--- src/rtl/stopwatch_display_scan.sv ---
// Four-digit MM:SS scanner for an active-low 7-segment display.
// Inputs are snapshotted once per frame; one field can be blinked for adjust mode.
module stopwatch_display_scan #(
    parameter int REFRESH_DIV = 100000,
    parameter int BLINK_DIV   = 50000000
) (
    input  logic       clk,
    input  logic       rst,
    input  logic [5:0] minutes,
    input  logic [5:0] seconds,
    input  logic       blink_en,
    input  logic       blink_sel,
    output logic [3:0] an,
    output logic [6:0] seg
);
    localparam int RW = $clog2(REFRESH_DIV);
    localparam int BW = $clog2(BLINK_DIV);

    typedef struct packed {
        logic [5:0] mins;
        logic [5:0] secs;
    } snap_t;

    logic [RW-1:0] refresh_cnt;
    logic [BW-1:0] blink_cnt;
    logic          blink_phase;
    logic [1:0]    idx;
    snap_t         snap;
    logic          tick;

    logic [5:0]    field;
    logic [5:0]    digit;
    logic          blank;
    logic [3:0]    an_nxt;
    logic [6:0]    seg_nxt;

    function automatic logic [6:0] seg_code(input logic [5:0] d);
        case (d)
            6'd0:    seg_code = 7'b1000000;
            6'd1:    seg_code = 7'b1111001;
            6'd2:    seg_code = 7'b0100100;
            6'd3:    seg_code = 7'b0110000;
            6'd4:    seg_code = 7'b0011001;
            6'd5:    seg_code = 7'b0010010;
            6'd6:    seg_code = 7'b0000010;
            6'd7:    seg_code = 7'b1111000;
            6'd8:    seg_code = 7'b0000000;
            6'd9:    seg_code = 7'b0010000;
            default: seg_code = 7'b1111111;
        endcase
    endfunction

    assign tick = (refresh_cnt == RW'(REFRESH_DIV - 1));

    always_ff @(posedge clk) begin
        if (rst) begin
            refresh_cnt <= '0;
            blink_cnt   <= '0;
            blink_phase <= 1'b0;
        end else begin
            refresh_cnt <= tick ? '0 : refresh_cnt + 1'b1;
            if (blink_cnt == BW'(BLINK_DIV - 1)) begin
                blink_cnt   <= '0;
                blink_phase <= ~blink_phase;
            end else begin
                blink_cnt <= blink_cnt + 1'b1;
            end
        end
    end

    // idx[1] selects the field (0 = seconds), idx[0] selects tens over ones.
    always_comb begin
        field   = idx[1] ? snap.mins : snap.secs;
        digit   = idx[0] ? (field / 6'd10) : (field % 6'd10);
        blank   = blink_en && blink_phase && (blink_sel == idx[1]);
        an_nxt  = ~(4'b0001 << idx);
        seg_nxt = (field > 6'd59) ? 7'b0111111 : seg_code(digit);
        if (blank) begin
            an_nxt  = 4'b1111;
            seg_nxt = 7'b1111111;
        end
    end

    // The last slot of a frame still shows the old snapshot while the new one loads.
    always_ff @(posedge clk) begin
        if (rst) begin
            an   <= 4'b1111;
            seg  <= 7'b1111111;
            idx  <= 2'd0;
            snap <= '{mins: minutes, secs: seconds};
        end else if (tick) begin
            an  <= an_nxt;
            seg <= seg_nxt;
            idx <= idx + 2'd1;
            if (idx == 2'd3)
                snap <= '{mins: minutes, secs: seconds};
        end
    end
endmodule

--- config.mk ---
export PLATFORM = sky130hd
export DESIGN_NAME = stopwatch_display_scan
export DESIGN_NICKNAME = d
export VERILOG_FILES = /design/src/rtl/stopwatch_display_scan.sv
export SDC_FILE = /design/constraint.sdc
export NUM_CORES = 1
export LEC_CHECK = 0
export CORE_MARGIN = 4
export CORE_UTILIZATION = 25
export CTS_CLUSTER_DIAMETER = 200
export DETAILED_ROUTE_END_ITERATION = 7
export PLACE_DENSITY = 0.49
export SLEW_MARGIN = 20
export SYNTH_ARGS = -nofsm -noshare
export SYNTH_HDL_FRONTEND = slang
export SYNTH_SLANG_ARGS = --single-unit
--- constraint.sdc ---
create_clock -name clk -period 3.6 [get_ports clk]
set_clock_uncertainty 0.15 [all_clocks]
set_input_delay 0.36 -clock clk [delete_from_list [all_inputs] [get_ports clk]]
set_output_delay 0.36 -clock clk [all_outputs]
set_load 0.01 [all_outputs]
==> flow_summary.yaml, run 1 <==
run_status:
  status: "completed"
final_layout:
  fillerInstances: 1500
  drive_above_1_share_pct: 12.4
  register_area_um2: 1510
  finalNetCount: 479
  fin_util_pct: 31.3
  multiInputGateArea_um2: 2120
  num_antenna_cells: 0
  area_growth_pct: 22.4
worst_setup_path:
  critPathRequiredTime_ps: 3700
  cp_max_fo: 4
  crit_chain: "mux2_4, inv_2, ha_4, or3b_2, a32o_2, nor4b_1, o32ai_1, a31oi_1, nor2_1, inv_1, ha_4, nor3_2, nor3_1, a211oi_1"
  critical_path_class: "register to register"
  crit_buf_inv: 2
  slowest_stage: "or3b_2"
  start_kind: "register"
  critPathMostFrequentCell: "ha_4"
  path_delay_family: "simple AND/OR/NAND/NOR gates"
  slowest_delay_ps: 440
  cp-end-kind: "register"
  cp.arrival_ps: 3460
yosys:
  mappedNetlistNets: 445
  synth_cell_types: 68
  syn_inst: 421
  async_reset_ff_share_pct: 0
  syn_area_per_cell_um2: 8.87
  yosys_most_used_dff: "dfxtp_1"
  ys_seq_area_share_pct: 40.2
  synth_area_um2: 3730
  ys_ff_latch: 69
  synth_warnings: 0
  synth_edf_count: 12
place:
  gp_congestion: 0.970
  numPortBuffers: 26
  hpwlAfterDp_um: 6380
floorplan:
  rows: 44
  initial_core_util_pct: 25.6
  io_pins: 27
  fp.dieW_um: 130
  die_h_um: 130
  placeableCoreArea_um2: 14600
  dieArea_um2: 16900
cts:
  root_buffer: "clkbuf_16"
  cts_htree_levels: 3
  cts_tree: "yes"
  cts_inserted_buffers: 9
  clock_sinks: 69
  cts.clk_slew.worst_paths_ps: 60
  clk_latency_ps: 340
  cts-hold-fix-buffers: 0
  cts.path.max_buffers: 2
routing:
  routedWlPerCell_um: 13.3
  dr.first_iter.drc_count: 178
  drc_errors: 0
  ant_nets: 0
  dr.pass1.iters: 4
  finalWirelength_um: 8590
  vias: 3089
  vias_per_cell: 4.80
timing:
  relSlewSlack_pct: 56.3
  rsz0062_at_grt: "no"
  finalSetupViolations: 0
  finalCritPeriodShare_pct: 93.1
  tns_ps: 0
  worst_pin_slew_ps: 650
  finalHoldViolations: 0
  drv_slew: 0
  period_needed_ps: 3350
  fmax_mhz: 298
power_and_ir_drop:
  p_seq_share_pct: 40.9
  pwr-share-clk_pct: 45.0
  p_switching_mw: 0.528
  leakage_nw: 1.66
  p_int_mw: 1.47
  ir_worst_vdd_uv: 266
  pwr-share-comb_pct: 14.1
  swShare_pct: 26.4
  power_density_nw_per_um2: 438
min_path:
  hold_class: "register to register"
global_routing:
  grt_pass1_wl_um: 14500
  grt_max_degree: 27
  grt_pass1_vias: 3028
  antenna_found_initial: 0
  overflow: 0
  grt_usage_pct: 10.8
run:
  cap_viol_max_count: 0
[logic make-up after synthesis]
| logic type | count (synthesis) | synth area share [%] |
|---|---|---|
| adders and majority gates | 8 | 2.68 |
| buffers and inverters | 29 | 3.85 |
| muxes | 9 | 3.45 |
| DFF | 69 | 40.2 |
| and+or+nand+nor | 185 | 24.8 |
| xor gates and xnor gates | 43 | 10.1 |
| AOI/OAI and AO/OA | 78 | 14.9 |
[layout make-up]
class / count / share of cell area (%)
repair buffers: 40 / 8.00
clock inverters: 7 / 1.70
inverters: 12 / 0.986
multi-input cells: 323 / 46.4
flip-flops and latches: 69 / 33.0
well taps: 184 / 5.04
clock buffers: 9 / 4.93
[worst reg2reg max path, cell delays in order, from the launching register on]
cell,delay (ps)
edfxtp_1,410
mux2_4,300
inv_2,80
ha_4,210
or3b_2,440
a32o_2,300
nor4b_1,150
o32ai_1,160
a31oi_1,150
nor2_1,170
inv_1,90
ha_4,240
nor3_2,160
nor3_1,60
a211oi_1,200
[cells in the final DEF, fill, tap and decap left out, types with 10 or more instances in the layout]
cell type,Yosys,routed
inv_1,11,10
buf_4,2,14
edfxtp_1,12,12
o21ai_0,11,11
a21oi_1,18,18
xnor2_1,15,15
nor2_1,71,71
nand2_1,30,30
and3_1,10,10
dfxtp_1,57,56
xor2_1,28,28
clkdlybuf4s50_1,0,26
nand3_1,20,20
[power by group through the flow]
| stage | Clock (mW) | Combinational [mW] | Sequential [mW] |
|---|---|---|---|
| final | 0.899 | 0.282 | 0.817 |
| after floorplan | 0 | 0.189 | 0.833 |
| after global placement | 0 | 0.267 | 0.835 |
| after global routing | 0.966 | 0.310 | 0.820 |
| after CTS | 0.931 | 0.268 | 0.819 |
| after detailed placement | 0 | 0.266 | 0.836 |
[layer usage]
layer	vias up	track usage (%)	share of wire, %
li1	1564	-	-
met1	1446	12.7	45
met2	63	18.1	48
met3	16	3.56	4.6
met4	0	4.65	2.4
met5	-	0	0
[Yosys cell counts, types with 2 or more instances]
cell / instances / area [um^2]
a211oi_1: 4 / 30.0
a21boi_0: 2 / 15.0
a21o_1: 2 / 15.0
a21oi_1: 18 / 90.1
a31oi_1: 4 / 25.0
and2_1: 3 / 18.8
and3_1: 10 / 62.6
and4_1: 4 / 35.0
buf_2: 4 / 20.0
buf_4: 2 / 15.0
buf_6: 3 / 33.8
clkbuf_1: 8 / 30.0
dfxtp_1: 57 / 1140
edfxtp_1: 12 / 360
ha_1: 8 / 100
inv_1: 11 / 41.3
mux2_2: 3 / 33.8
mux2_4: 2 / 30.0
mux2i_1: 2 / 20.0
mux2i_4: 2 / 45.0
nand2_1: 30 / 113
nand2b_1: 3 / 18.8
nand3_1: 20 / 100
nand4_1: 6 / 37.5
nor2_1: 71 / 267
nor2b_1: 4 / 25.0
nor3_1: 10 / 50.1
nor3b_1: 2 / 15.0
nor3b_2: 2 / 25.0
nor4_1: 8 / 50.1
o211a_1: 2 / 20.0
o21a_1: 5 / 37.5
o21ai_0: 11 / 55.1
o21ai_1: 2 / 10.0
o22a_1: 2 / 17.5
o22ai_1: 2 / 12.5
o31ai_1: 3 / 22.5
o32ai_1: 3 / 26.3
or2_2: 2 / 12.5
or3_1: 2 / 12.5
or3b_2: 2 / 17.5
xnor2_1: 15 / 131
xor2_1: 28 / 245
[state kept, by name, summed over array words and instances, names as in the netlist]
name         cells
blink_phase      1
an               4
refresh_cnt     17
blink_cnt       26
idx              2
snap            12
seg              7
[what timing repair did]
| item | in CTS | in global routing |
|---|---|---|
| resized for setup | 0 | 7 |
| setup buffers | 0 | 1 |
| endpoints found under the setup margin | 0 | 3 |
[through the flow]
stage / std cells / power, mW / instance area (um^2) / setup WS [ps] / hold WS [ps]
2_1_floorplan: 421 / 1.02 / 3730 / 16.7 / 280
3_3_place_gp: 627 / 1.10 / 4220 / 163 / 292
3_5_place_dp: 627 / 1.10 / 4220 / 78.0 / 301
4_1_cts: 643 / 2.02 / 4520 / 62.9 / 339
5_1_grt: 644 / 2.10 / 4570 / 43.5 / 362
6_report: 644 / 2.00 / 4570 / 247 / 333
[final timing paths]
kind | from | end | slack (ps) | depth (start not counted)
min reg2reg | blink_cnt[0] | blink_cnt[0] | 330 | 1
max | snap[4] | seg[3] | 250 | 14
min | blink_cnt[0] | blink_cnt[0] | 330 | 1
max reg2reg | snap[4] | seg[3] | 250 | 14
No activity file was read; power rests on OpenSTA's default activity.
==> inputs of run 2 (changes only) <==
--- a/config.mk
+++ b/config.mk
@@ -10,7 +10,6 @@
 export CTS_CLUSTER_DIAMETER = 200
 export DETAILED_ROUTE_END_ITERATION = 7
 export PLACE_DENSITY = 0.49
-export SLEW_MARGIN = 20
 export SYNTH_ARGS = -nofsm -noshare
 export SYNTH_HDL_FRONTEND = slang
 export SYNTH_SLANG_ARGS = --single-unit
==> results of run 2 <==
Final layout, timing and power as in run 1 (identical DEF).
==> inputs of run 3 (changes only) <==
--- a/config.mk
+++ b/config.mk
@@ -5,7 +5,7 @@
 export SDC_FILE = /design/constraint.sdc
 export NUM_CORES = 1
 export LEC_CHECK = 0
-export CORE_MARGIN = 4
+export CORE_MARGIN = 2
 export CORE_UTILIZATION = 25
 export CTS_CLUSTER_DIAMETER = 200
 export DETAILED_ROUTE_END_ITERATION = 7
==> flow_summary.yaml, run 3 (synthesis gave the netlist of run 1 again) <==
final_layout:
  layout_common_cells: "nor2_1 (70), dfxtp_1 (56), nand2_1 (30)"
  drive_above_1_share_pct: 12.2
  final_common_cell: "nor2_1"
  area_growth_pct: 22.0
  largest_reg_flops: 26
  finalNetCount: 477
  largestRegisters: "blink_cnt: 26 flops, refresh_cnt: 17 flops, snap: 12 flops"
  stdcell_count: 642
  num_antenna_cells: 0
  largest-register: "blink_cnt"
worst_setup_path:
  start_kind: "register"
  cp.arrival_ps: 3460
  rr_worst_depth: 14
  cp_max_fo: 4
  cp-end-kind: "register"
  critical_path_class: "register to register"
  critPathRequiredTime_ps: 3700
  timing.rr.start: "snap[10]"
  crit_path_start: "snap[10]"
cts:
  cts.clk_slew.worst_paths_ps: 50
  clock_sinks: 69
  root_buffer: "clkbuf_16"
  cts_tree: "yes"
  clk_latency_ps: 340
  cts_inserted_buffers: 9
  cts_htree_levels: 3
  cts.path.max_buffers: 2
  post_cts_buffers: 0
global_routing:
  overflow: 0
  grt_usage_pct: 11.6
  grt_max_degree: 27
  antenna_found_initial: 0
  grt_pass1_wl_um: 14800
  grt_pass1_vias: 3028
power_and_ir_drop:
  swShare_pct: 25.9
  ir_worst_vdd_uv: 318
  leakage_nw: 1.66
  p_seq_share_pct: 41.0
  power_density_nw_per_um2: 438
  p_switching_mw: 0.517
  pwr-share-comb_pct: 13.9
  pwr-share-clk_pct: 45.2
  p_int_mw: 1.48
place:
  gp_congestion: 0.851
  post-place-cells: 626
  numPortBuffers: 26
  hpwlAfterDp_um: 6450
floorplan:
  io_pins: 27
  rows: 44
  fp.dieW_um: 126
  initial_core_util_pct: 25.7
  dieArea_um2: 15900
  placeableCoreArea_um2: 14500
  die_h_um: 126
min_path:
  min_from: "refresh_cnt[0]"
  hold_class: "register to register"
  holdPathStages: 1
timing:
  tns_ps: 0
  drv_slew: 0
  finalCritPeriodShare_pct: 93.3
  period_needed_ps: 3360
  finalHoldViolations: 0
  relSlewSlack_pct: 59.2
  fmax_mhz: 298
  finalSetupViolations: 0
  rsz0062_at_grt: "no"
  worst_pin_slew_ps: 607
routing:
  routedWlPerCell_um: 13.6
  ant_nets: 0
  vias_per_cell: 4.79
  dr.first_iter.drc_count: 149
  finalWirelength_um: 8720
  drc_errors: 0
  dr.pass1.iters: 5
  vias: 3072
run_status:
  status: "completed"
run:
  cap_viol_max_count: 0
## run 3: critical path, stage by stage (launching register included)
cell and delay [ps]:
edfxtp_1 420, mux2_4 290, inv_2 80, ha_4 210
or3b_2 440, a32o_2 290, nor4b_1 140, o32ai_1 120
a31oi_1 160, nor2_2 170, inv_1 60, ha_1 320
nor3_2 170, nor3_1 60, a211oi_1 200
## run 3: power by group through the flow
stage,combinational (mW),clock [mW],sequential (mW)
finish,0.277,0.902,0.818
global route,0.307,0.973,0.820
floorplan,0.189,0,0.833
global placement,0.267,0,0.835
CTS,0.266,0.946,0.819
detailed placement,0.265,0,0.836
## run 3: repair_timing
| item | CTS | global route |
|---|---|---|
| endpoints found under the setup margin | 0 | 4 |
| hold buffers | 0 | 0 |
| resized for setup | 0 | 8 |
## run 3: final timing paths
path                    endpoint  slack (ps)
setup reg to reg          seg[3]         240
setup / recovery          seg[3]         240
hold / removal    refresh_cnt[0]         320
hold reg to reg   refresh_cnt[0]         320
## run 3: final cells by class
type	instances	area, um^2
flip-flops and latches	69	1510
well taps	184	230
clock inverters	6	68.8
inverters	12	45.0
clock buffers	10	239
fillers	1563	9980
repair buffers	38	350
multi-input cells	323	2120
## run 3: metrics by stage
step	utilization, %	hold slack (ps)	power (mW)	area, um^2	worst slack [ps]
2_1_floorplan	-	280	1.02	3730	16.7
3_3_place_gp	29.0	296	1.10	4210	123
3_5_place_dp	29.0	304	1.10	4210	92.9
4_1_cts	31.1	317	2.03	4520	75.8
5_1_grt	31.3	344	2.10	4550	33.3
6_report	31.3	315	2.00	4550	240
## run 3: metal layers
| layer | vias up | wire length [um] | GRT usage, % |
|---|---|---|---|
| li1 | 1558 | - | - |
| met1 | 1450 | 4040 | 13.9 |
| met2 | 52 | 4180 | 19.0 |
| met3 | 12 | 322 | 3.91 |
| met4 | 0 | 175 | 4.78 |
| met5 | - | 0 | 0 |
